## src/rtl/rf_write_arbiter.sv

```systemverilog
// rf_write_arbiter
//   Shares the single register-file write port between the pipeline WB stage
//   and the multi-cycle multiply/divide unit. MD results wait in a small FIFO.
//   The WB stage has priority until the FIFO head has been denied MAX_WAIT
//   times. After that, one MD write is forced through and the WB stage is
//   stalled for that cycle.
//
//   Optional build macro: RF_WAW_SQUASH_EN. When it is defined, a granted WB
//   write invalidates any buffered MD result with the same destination.
//   Invalid entries are then drained without writing.
//
// Ports
//   Clock, Reset        rising-edge clock, asynchronous active-high reset
//   WB_RegWrite         WB stage write request
//   WB_MUX8_out         WB stage destination register
//   WB_Write_data       WB stage write data
//   MD_valid            MD result offered
//   MD_dest             MD destination register
//   MD_result           MD result data
//   MD_ready            FIFO can accept an MD result
//   Pipe_stall          WB stage must hold its registers this cycle
//   RF_RegWrite         register-file write enable
//   RF_Write_register   register-file write address
//   RF_Write_data       register-file write data
//   MD_pending          FIFO holds at least one result
module rf_write_arbiter #(
    parameter int unsigned DEPTH    = 2,
    parameter int unsigned MAX_WAIT = 3,
    parameter int unsigned rwidth   = 5,
    parameter int unsigned word     = 32
) (
    input  logic              Clock,
    input  logic              Reset,
    input  logic              WB_RegWrite,
    input  logic [rwidth-1:0] WB_MUX8_out,
    input  logic [word-1:0]   WB_Write_data,
    input  logic              MD_valid,
    input  logic [rwidth-1:0] MD_dest,
    input  logic [word-1:0]   MD_result,
    output logic              MD_ready,
    output logic              Pipe_stall,
    output logic              RF_RegWrite,
    output logic [rwidth-1:0] RF_Write_register,
    output logic [word-1:0]   RF_Write_data,
    output logic              MD_pending
);

    localparam int unsigned PW = $clog2(DEPTH);
    localparam int unsigned CW = $clog2(DEPTH + 1);
    localparam int unsigned WW = $clog2(MAX_WAIT + 1);

    typedef enum logic [1:0] {
        IDLE  = 2'd0,
        PEND  = 2'd1,
        FORCE = 2'd2
    } state_t;

    state_t            state;
    logic [PW-1:0]     rd_ptr;
    logic [PW-1:0]     wr_ptr;
    logic [CW-1:0]     count;
    logic [CW-1:0]     count_nxt;
    logic [WW-1:0]     wait_cnt;
    logic [WW-1:0]     wait_nxt;

    logic [rwidth-1:0] fifo_dest [DEPTH];
    logic [word-1:0]   fifo_data [DEPTH];

    logic pipe_req;
    logic push;
    logic pop;
    logic grant_pipe;
    logic stall;
    logic head_valid;

`ifdef RF_WAW_SQUASH_EN
    logic [DEPTH-1:0]  fifo_vld;
    assign head_valid = fifo_vld[rd_ptr];
`else
    assign head_valid = 1'b1;
`endif

    assign pipe_req = WB_RegWrite & (WB_MUX8_out != '0);
    // MD_ready depends only on the registered count. A pop in the same cycle
    // therefore does not open a slot until the next cycle.
    assign MD_ready   = ~Reset & (count != CW'(DEPTH));
    // A handshake to $0 completes but stores nothing.
    assign push       = MD_valid & MD_ready & (MD_dest != '0);
    assign MD_pending = (count != '0);

    always_comb begin
        pop        = 1'b0;
        grant_pipe = 1'b1;
        stall      = 1'b0;
        wait_nxt   = wait_cnt;
        case (state)
            PEND: begin
                if (pipe_req) begin
                    if (wait_cnt != WW'(MAX_WAIT))
                        wait_nxt = wait_cnt + 1'b1;
                end else begin
                    grant_pipe = 1'b0;
                    pop        = 1'b1;
                    if (head_valid)
                        wait_nxt = '0;
                end
            end
            FORCE: begin
                grant_pipe = 1'b0;
                pop        = 1'b1;
                stall      = pipe_req;
                if (head_valid)
                    wait_nxt = '0;
            end
            default: ;
        endcase
        count_nxt = count + CW'(push) - CW'(pop);
        if (count_nxt == '0)
            wait_nxt = '0;
    end

    // While Reset is high, write enable and stall are gated off even though
    // IDLE would otherwise pass the WB request straight through.
    assign RF_RegWrite       = ~Reset & (grant_pipe ? pipe_req : head_valid);
    assign RF_Write_register = grant_pipe ? WB_MUX8_out   : fifo_dest[rd_ptr];
    assign RF_Write_data     = grant_pipe ? WB_Write_data : fifo_data[rd_ptr];
    assign Pipe_stall        = ~Reset & stall;

    always_ff @(posedge Clock or posedge Reset) begin
        if (Reset) begin
            state    <= IDLE;
            rd_ptr   <= '0;
            wr_ptr   <= '0;
            count    <= '0;
            wait_cnt <= '0;
`ifdef RF_WAW_SQUASH_EN
            fifo_vld <= '0;
`endif
        end else begin
            count    <= count_nxt;
            wait_cnt <= wait_nxt;
            if (pop)
                rd_ptr <= rd_ptr + 1'b1;
`ifdef RF_WAW_SQUASH_EN
            if (grant_pipe && pipe_req) begin
                for (int unsigned i = 0; i < DEPTH; i++)
                    if (fifo_dest[i] == WB_MUX8_out)
                        fifo_vld[i] <= 1'b0;
            end
`endif
            if (push) begin
                fifo_dest[wr_ptr] <= MD_dest;
                fifo_data[wr_ptr] <= MD_result;
`ifdef RF_WAW_SQUASH_EN
                fifo_vld[wr_ptr]  <= 1'b1;
`endif
                wr_ptr <= wr_ptr + 1'b1;
            end
            // The next state is chosen from the post-update count and wait
            // values, so the outputs can be decoded from state alone.
            if (count_nxt == '0)
                state <= IDLE;
            else if (wait_nxt == WW'(MAX_WAIT))
                state <= FORCE;
            else
                state <= PEND;
        end
    end

endmodule

```

## config.mk

```make
export PLATFORM = sky130hd
export DESIGN_NAME = rf_write_arbiter
export DESIGN_NICKNAME = d
export VERILOG_FILES = /design/src/rtl/rf_write_arbiter.sv
export SDC_FILE = /design/constraint.sdc
export NUM_CORES = 1
export LEC_CHECK = 0
export BUFFER_PORTS_ARGS = -buffer_cell sky130_fd_sc_hd__buf_2
export CAP_MARGIN = 20
export CORE_MARGIN = 4
export CORE_UTILIZATION = 55
export CTS_CLUSTER_DIAMETER = 30
export DETAILED_ROUTE_END_ITERATION = 8
export HOLD_SLACK_MARGIN = 0.02
export PLACE_DENSITY = 0.85
export SYNTH_ARGS = -nofsm -noshare
export SYNTH_HDL_FRONTEND = slang
export SYNTH_SLANG_ARGS = --single-unit
```

## constraint.sdc

```tcl
create_clock -name Clock -period 6.1 [get_ports Clock]
set_clock_uncertainty 0.2 [all_clocks]
set_input_delay 1.525 -clock Clock [delete_from_list [all_inputs] [get_ports Clock]]
set_output_delay 1.525 -clock Clock [all_outputs]
set_load 0.01 [all_outputs]
```

Yosys cells after proc, flatten, opt, wreduce, memory -nomap -nowiden
Memories as Yosys holds them, arrays and structs flattened.
Index checks and enable logic that the tools add are counted.
{"block": "word_totals", "output_inout_bits": 41, "mem_count": 2, "in_bits": 78, "word_cells": 46, "reg_bits": 8, "mem_bits_rw": 74}
{"block": "op_classes", "mux": 16, "addsub": 5, "n_eq_ne": 5, "n_reduce_logical": 6, "n_bitwise": 7}
{"name": "fifo_data", "words": 2, "word_bits": 32, "rd": 1, "rd_clocked_by_memory_dff": 0, "write_ports": 1, "line_no": "67", "rtl": "logic [word-1:0] fifo_data [DEPTH];"}
{"name": "fifo_dest", "words": 2, "word_bits": 5, "rd": 1, "rd_clocked_by_memory_dff": 0, "write_ports": 1, "line_no": "66", "rtl": "logic [rwidth-1:0] fifo_dest [DEPTH];"}
{"op": "$mux W32", "count": 1}
{"op": "$mux W2", "count": 5}
{"op": "$reduce_bool A5 Y1", "count": 2}
{"op": "$and A1 B1 Y1", "count": 6}
{"op": "$mux W1", "count": 6}
{"op": "$mux W5", "count": 1}
{"op": "$eq A2 B2 Y1 const B", "count": 2}
{"op": "$ne A2 B2 Y1 const B", "count": 2}
{"op": "$pmux W1 S2", "count": 2}
{"op": "$pmux W2 S2", "count": 1}
{"op": "$add A1 B1 Y1 const B", "count": 2}
{"op": "$add A2 B1 Y2", "count": 1}
{"op": "$add A2 B1 Y2 const B", "count": 1}
{"op": "$eq A2 B1 Y1 const B", "count": 1}
{"op": "$logic_not A2 Y1", "count": 1}
{"op": "$reduce_bool A2 Y1", "count": 1}
{"op": "$sub A2 B1 Y2", "count": 1}
{"op": "$logic_and A1 B1 Y1", "count": 1}
{"op": "$logic_not A1 Y1", "count": 1}
{"op": "$not A1 Y1", "count": 1}

Logic depth before layout (Yosys ltp)
{"block": "logic_depth", "depth_word": 11, "ltp_mapped": 12, "ltp_nobuf": 12}

Worst setup path after synthesis
OpenSTA, ideal clock, no wires.
{"block": "synth_timing", "path_type": "input-to-output", "startpoint": "input port WB_MUX8_out[0]", "endpoint": "output port RF_Write_data[10]", "t_arrival_ns": 2.732, "required_ns": 4.375, "path_slack_ns": 1.643, "path_buffers": 1, "cell_stages": 5, "path_cell_list": "or3_4 o21ai_4 mux2i_4 buf_6 mux2_4"}
{"block": "synth_via", "elab_chain_cells": 5}
{"element": "start, declared", "line_no": "35", "rtl": "input logic [rwidth-1:0] WB_MUX8_out,"}
{"element": "$reduce_bool A5 Y1", "line_no": "83", "rtl": "assign pipe_req = WB_RegWrite & (WB_MUX8_out != '0);"}
{"element": "$and A1 B1 Y1", "line_no": "83"}
{"element": "$mux W1", "line_no": "98", "rtl": "if (pipe_req) begin"}
{"element": "$pmux W1 S2", "line_no": "96", "rtl": "case (state)"}
{"element": "$mux W32", "line_no": "126", "rtl": "assign RF_Write_data = grant_pipe ? WB_Write_data : fifo_data[rd_ptr];"}
{"element": "end, declared", "line_no": "44", "rtl": "output logic [word-1:0] RF_Write_data,"}
Every way passes these cells.

Final worst setup path
{"block": "layout_timing", "startpoint": "input port WB_MUX8_out[4]", "endpoint": "output port RF_Write_register[0]"}
{"block": "layout_via", "elab_chain_cells": 5}
{"element": "$reduce_bool A5 Y1", "line_no": "83"}
{"element": "$and A1 B1 Y1", "line_no": "83"}
{"element": "$mux W1", "line_no": "98"}
{"element": "$pmux W1 S2", "line_no": "96"}
{"element": "$mux W5", "line_no": "125", "rtl": "assign RF_Write_register = grant_pipe ? WB_MUX8_out : fifo_dest[rd_ptr];"}
{"element": "end, declared", "line_no": "43", "rtl": "output logic [rwidth-1:0] RF_Write_register,"}
Every way passes these cells.

==> impl_metrics.ini <==
[clock_network]
postCtsHoldBufs = 0
cts_buffer_depth = 2
cts_sinks = 82
clk_pin_slew_ns = 0.08
root_buffer = clkbuf_8
cts_setup_buffers = 0
cts_resized = 0
cts_made_buffers = 9
worstSkewPairLatency_ns = 0.34
htreeDepth = 3
cts_tree = done

[floorplanning]
pin_count = 119
row_count = 29
floorplan.initialDensity_pct = 57.8
die_y_um = 90.4
fp.dieW_um = 90.4
die-area_mm2 = 0.00817
design.core.area_mm2 = 0.00646

[worst_setup_path]
cp-start-kind = input port
cp-end-kind = output port
regToRegSetupSlack_ns = 3.31
rr_startpoint = state[0]
slowest_stage = mux2i_4
worstSetupPathType = input port to output port
critPathMaxStageDelay_ns = 0.64
worstPathMaxFanout = 22
reg2reg_to = wait_cnt[1]
crit_top_cell = buf_2
crit_chain = buf_2 > or2_2 > o21ai_4 > mux2i_4 > buf_4 > mux2_2 > buf_2
timing.critical_path.arrival_ns = 3.51
rr_worst_depth = 12
required_ns = 4.38

[sta]
relSlewSlack_pct = 41.5
hold_violations = 0
finalMaxSlewViolations = 0
period_needed_ns = 5.23
clock.fmax_mhz = 191
period_share_pct = 85.8
worstMarginPinSlew_ns = 0.877
fin_setup_tns_ns = 0
rsz0062_at_grt = no
setup_viol = 0

[synthesis]
synth.yosys.seq_area_share_pct = 64.9
yosys_register_bits = 82
avgSynthCellArea_um2 = 17.9
synth-edff-count = 74
synth_nets = 291
synthCells = 209
yosysWarnings = 0
synth_area_mm2 = 0.00373
synth_cell_types = 29
synthFlopType = edfxtp_1
synth-async-reset-ratio_pct = 9.76

[pwr]
ir_drop_uv = 341
powerDensity_mw_per_mm2 = 398
leakagePower_uw = 0.00193

[grt]
grt_pass1_vias = 2340
gr-usage-met1_pct = 20.1
met3_usage_pct = 6.17
global_route.usage.met2_pct = 30.4
overflow = 0
track_usage_pct = 17.6
grt_pass1_wl_um = 11000
gr-max-usage-layer = met2
grt_max_degree = 39
antenna_found_initial = 0

[placed_design]
place_area_mm2 = 0.00439
dpl.hpwl_um = 4860
dp_cells = 397
gp_congestion = 0.752
io_buffers = 118

[layout]
final_cells = 415
drive_gt1_share_pct = 63.6
n_antenna_cell = 0
fillCellCount = 446
syn2layout_area_growth_pct = 24.3
fin_area_mm2 = 0.00464
final_nets = 415

[run_status]
outcome = finished clean

[job]
maxCapViolations = 0

[route]
via_count = 2242
via_per_inst = 5.40
wirelength_um = 7000
dr.pass1.iters = 4
drcViolationCount = 0
ant_nets = 0
wire_per_inst_um = 16.9
drt_iter0_drc = 102

[worst_hold_path]
hold_end = state[0]
hp-class = flip-flop to flip-flop
min_path_cells = 1
min_from = wait_cnt[1]
-- stage by stage --
| step | utilization, % | hold slack (ns) | power [uW] | setup WS (ns) |
|---|---|---|---|---|
| 6_report | 71.8 | 0.301 | 1850 | 0.868 |
| 4_1_cts | 71.1 | 0.282 | 1850 | 0.832 |
| 3_5_place_dp | 67.9 | 0.272 | 1450 | 0.831 |
| 3_3_place_gp | 67.9 | 0.255 | 1430 | 0.933 |
| 5_1_grt | 71.8 | 0.326 | 1950 | 0.770 |
| 2_1_floorplan | - | 0.243 | 1260 | 1.64 |
-- layout by cell type (no fill, tap or decap) --
cell | Yosys | final
buf_12 | 0 | 1
mux2i_4 | 1 | 1
dfrtp_2 | 0 | 1
edfxtp_1 | 74 | 74
or4_1 | 1 | 1
nor3_1 | 1 | 1
o31ai_1 | 1 | 1
nand2_1 | 2 | 2
dfrtp_1 | 8 | 7
clkinv_1 | 0 | 1
nor2_1 | 5 | 3
mux2_2 | 44 | 44
nor3b_1 | 2 | 2
a31oi_1 | 1 | 1
clkbuf_1 | 1 | 4
nor2_4 | 0 | 2
inv_1 | 8 | 8
nand4_1 | 1 | 1
ha_1 | 4 | 4
a22oi_1 | 1 | 1
xnor2_1 | 3 | 3
buf_16 | 0 | 1
or2_2 | 3 | 3
clkbuf_8 | 0 | 9
o211ai_1 | 1 | 1
bufinv_16 | 0 | 2
o21ai_0 | 1 | 1
or3_4 | 1 | 1
buf_4 | 0 | 1
buf_2 | 1 | 118
mux2_4 | 30 | 30
o21ai_4 | 1 | 1
a21oi_1 | 6 | 6
xor2_1 | 1 | 1
-- worst max-delay path, delay by kind of cell --
kind / cells / cell delay, ns
multiplexers: 2 / 1.02
buffers and inverters: 3 / 0.72
AND/OR/NAND/NOR: 1 / 0.14
AO/OA/AOI/OAI: 1 / 0.09
-- how the worst max path moves through the flow --
stage / slack [ns] / start / endpoint
3_3_place_gp: 0.93 / WB_MUX8_out[3] / RF_Write_register[2]
5_1_grt: 0.77 / WB_MUX8_out[4] / RF_Write_register[2]
6_report: 0.87 / WB_MUX8_out[4] / RF_Write_register[0]
3_5_place_dp: 0.83 / WB_MUX8_out[4] / RF_Write_register[0]
4_1_cts: 0.83 / WB_MUX8_out[4] / RF_Write_register[0]
2_1_floorplan: 1.64 / WB_MUX8_out[0] / RF_Write_data[10]
-- metal layers --
layer  part of all wire [%]  routed length [um]
met1                     42                2910
met2                     49                3410
met3                    8.4                 585
met4                    1.4                  99
met5                      0                   0
-- power breakdown --
part	total (uW)	switching, uW	internal [uW]	leakage [uW]
Clock	406	176	230	0.0000993
Combinational	661	291	370	0.00105
Sequential	778	75.4	703	0.000772
-- sequential cells by signal, summed over array words and instances (netlist names) --
name,count
fifo_data,64
fifo_dest,10
count,2
state,2
wait_cnt,2
rd_ptr,1
wr_ptr,1
-- cell usage after synthesis (all sizes together), types with 2 or more instances --
master   n  area share (%)
buf      6             1.2
dfrtp    8             5.4
mux2    74              25
a21oi    6            0.80
o21ai    2            0.57
edfxtp  74              60
nand2    2            0.20
xnor2    3            0.70
inv      8            0.80
clkbuf   2            0.23
ha       4             1.3
nor2     5            0.50
nor3b    2            0.40
or2      3            0.50
-- layout make-up --
class | count | area, um^2 | area share (%)
Sequential cell | 82 | 2420 | 52.3
Multi-Input combinational cell | 111 | 1240 | 26.7
Timing Repair Buffer | 121 | 646 | 13.9
Clock buffer | 13 | 139 | 3.00
Tap cell | 77 | 96.3 | 2.08
Clock inverter | 3 | 63.8 | 1.38
Inverter | 8 | 30.0 | 0.648
-- cells by family (layout without fill, tap and decap cells) --
| kind of cell | Yosys count | in the layout | synth area share, % |
|---|---|---|---|
| flip-flops | 82 | 82 | 64.9 |
| multiplexers | 75 | 75 | 26.0 |
| AND/OR/NAND/NOR | 16 | 16 | 2.41 |
| buffers and inverters | 16 | 145 | 2.28 |
| AO/OA/AOI/OAI | 12 | 12 | 2.15 |
| adder cells (fa/ha/maj) | 4 | 4 | 1.34 |
| XOR/XNOR | 4 | 4 | 0.939 |
No activity file was read; power rests on OpenSTA's default activity.
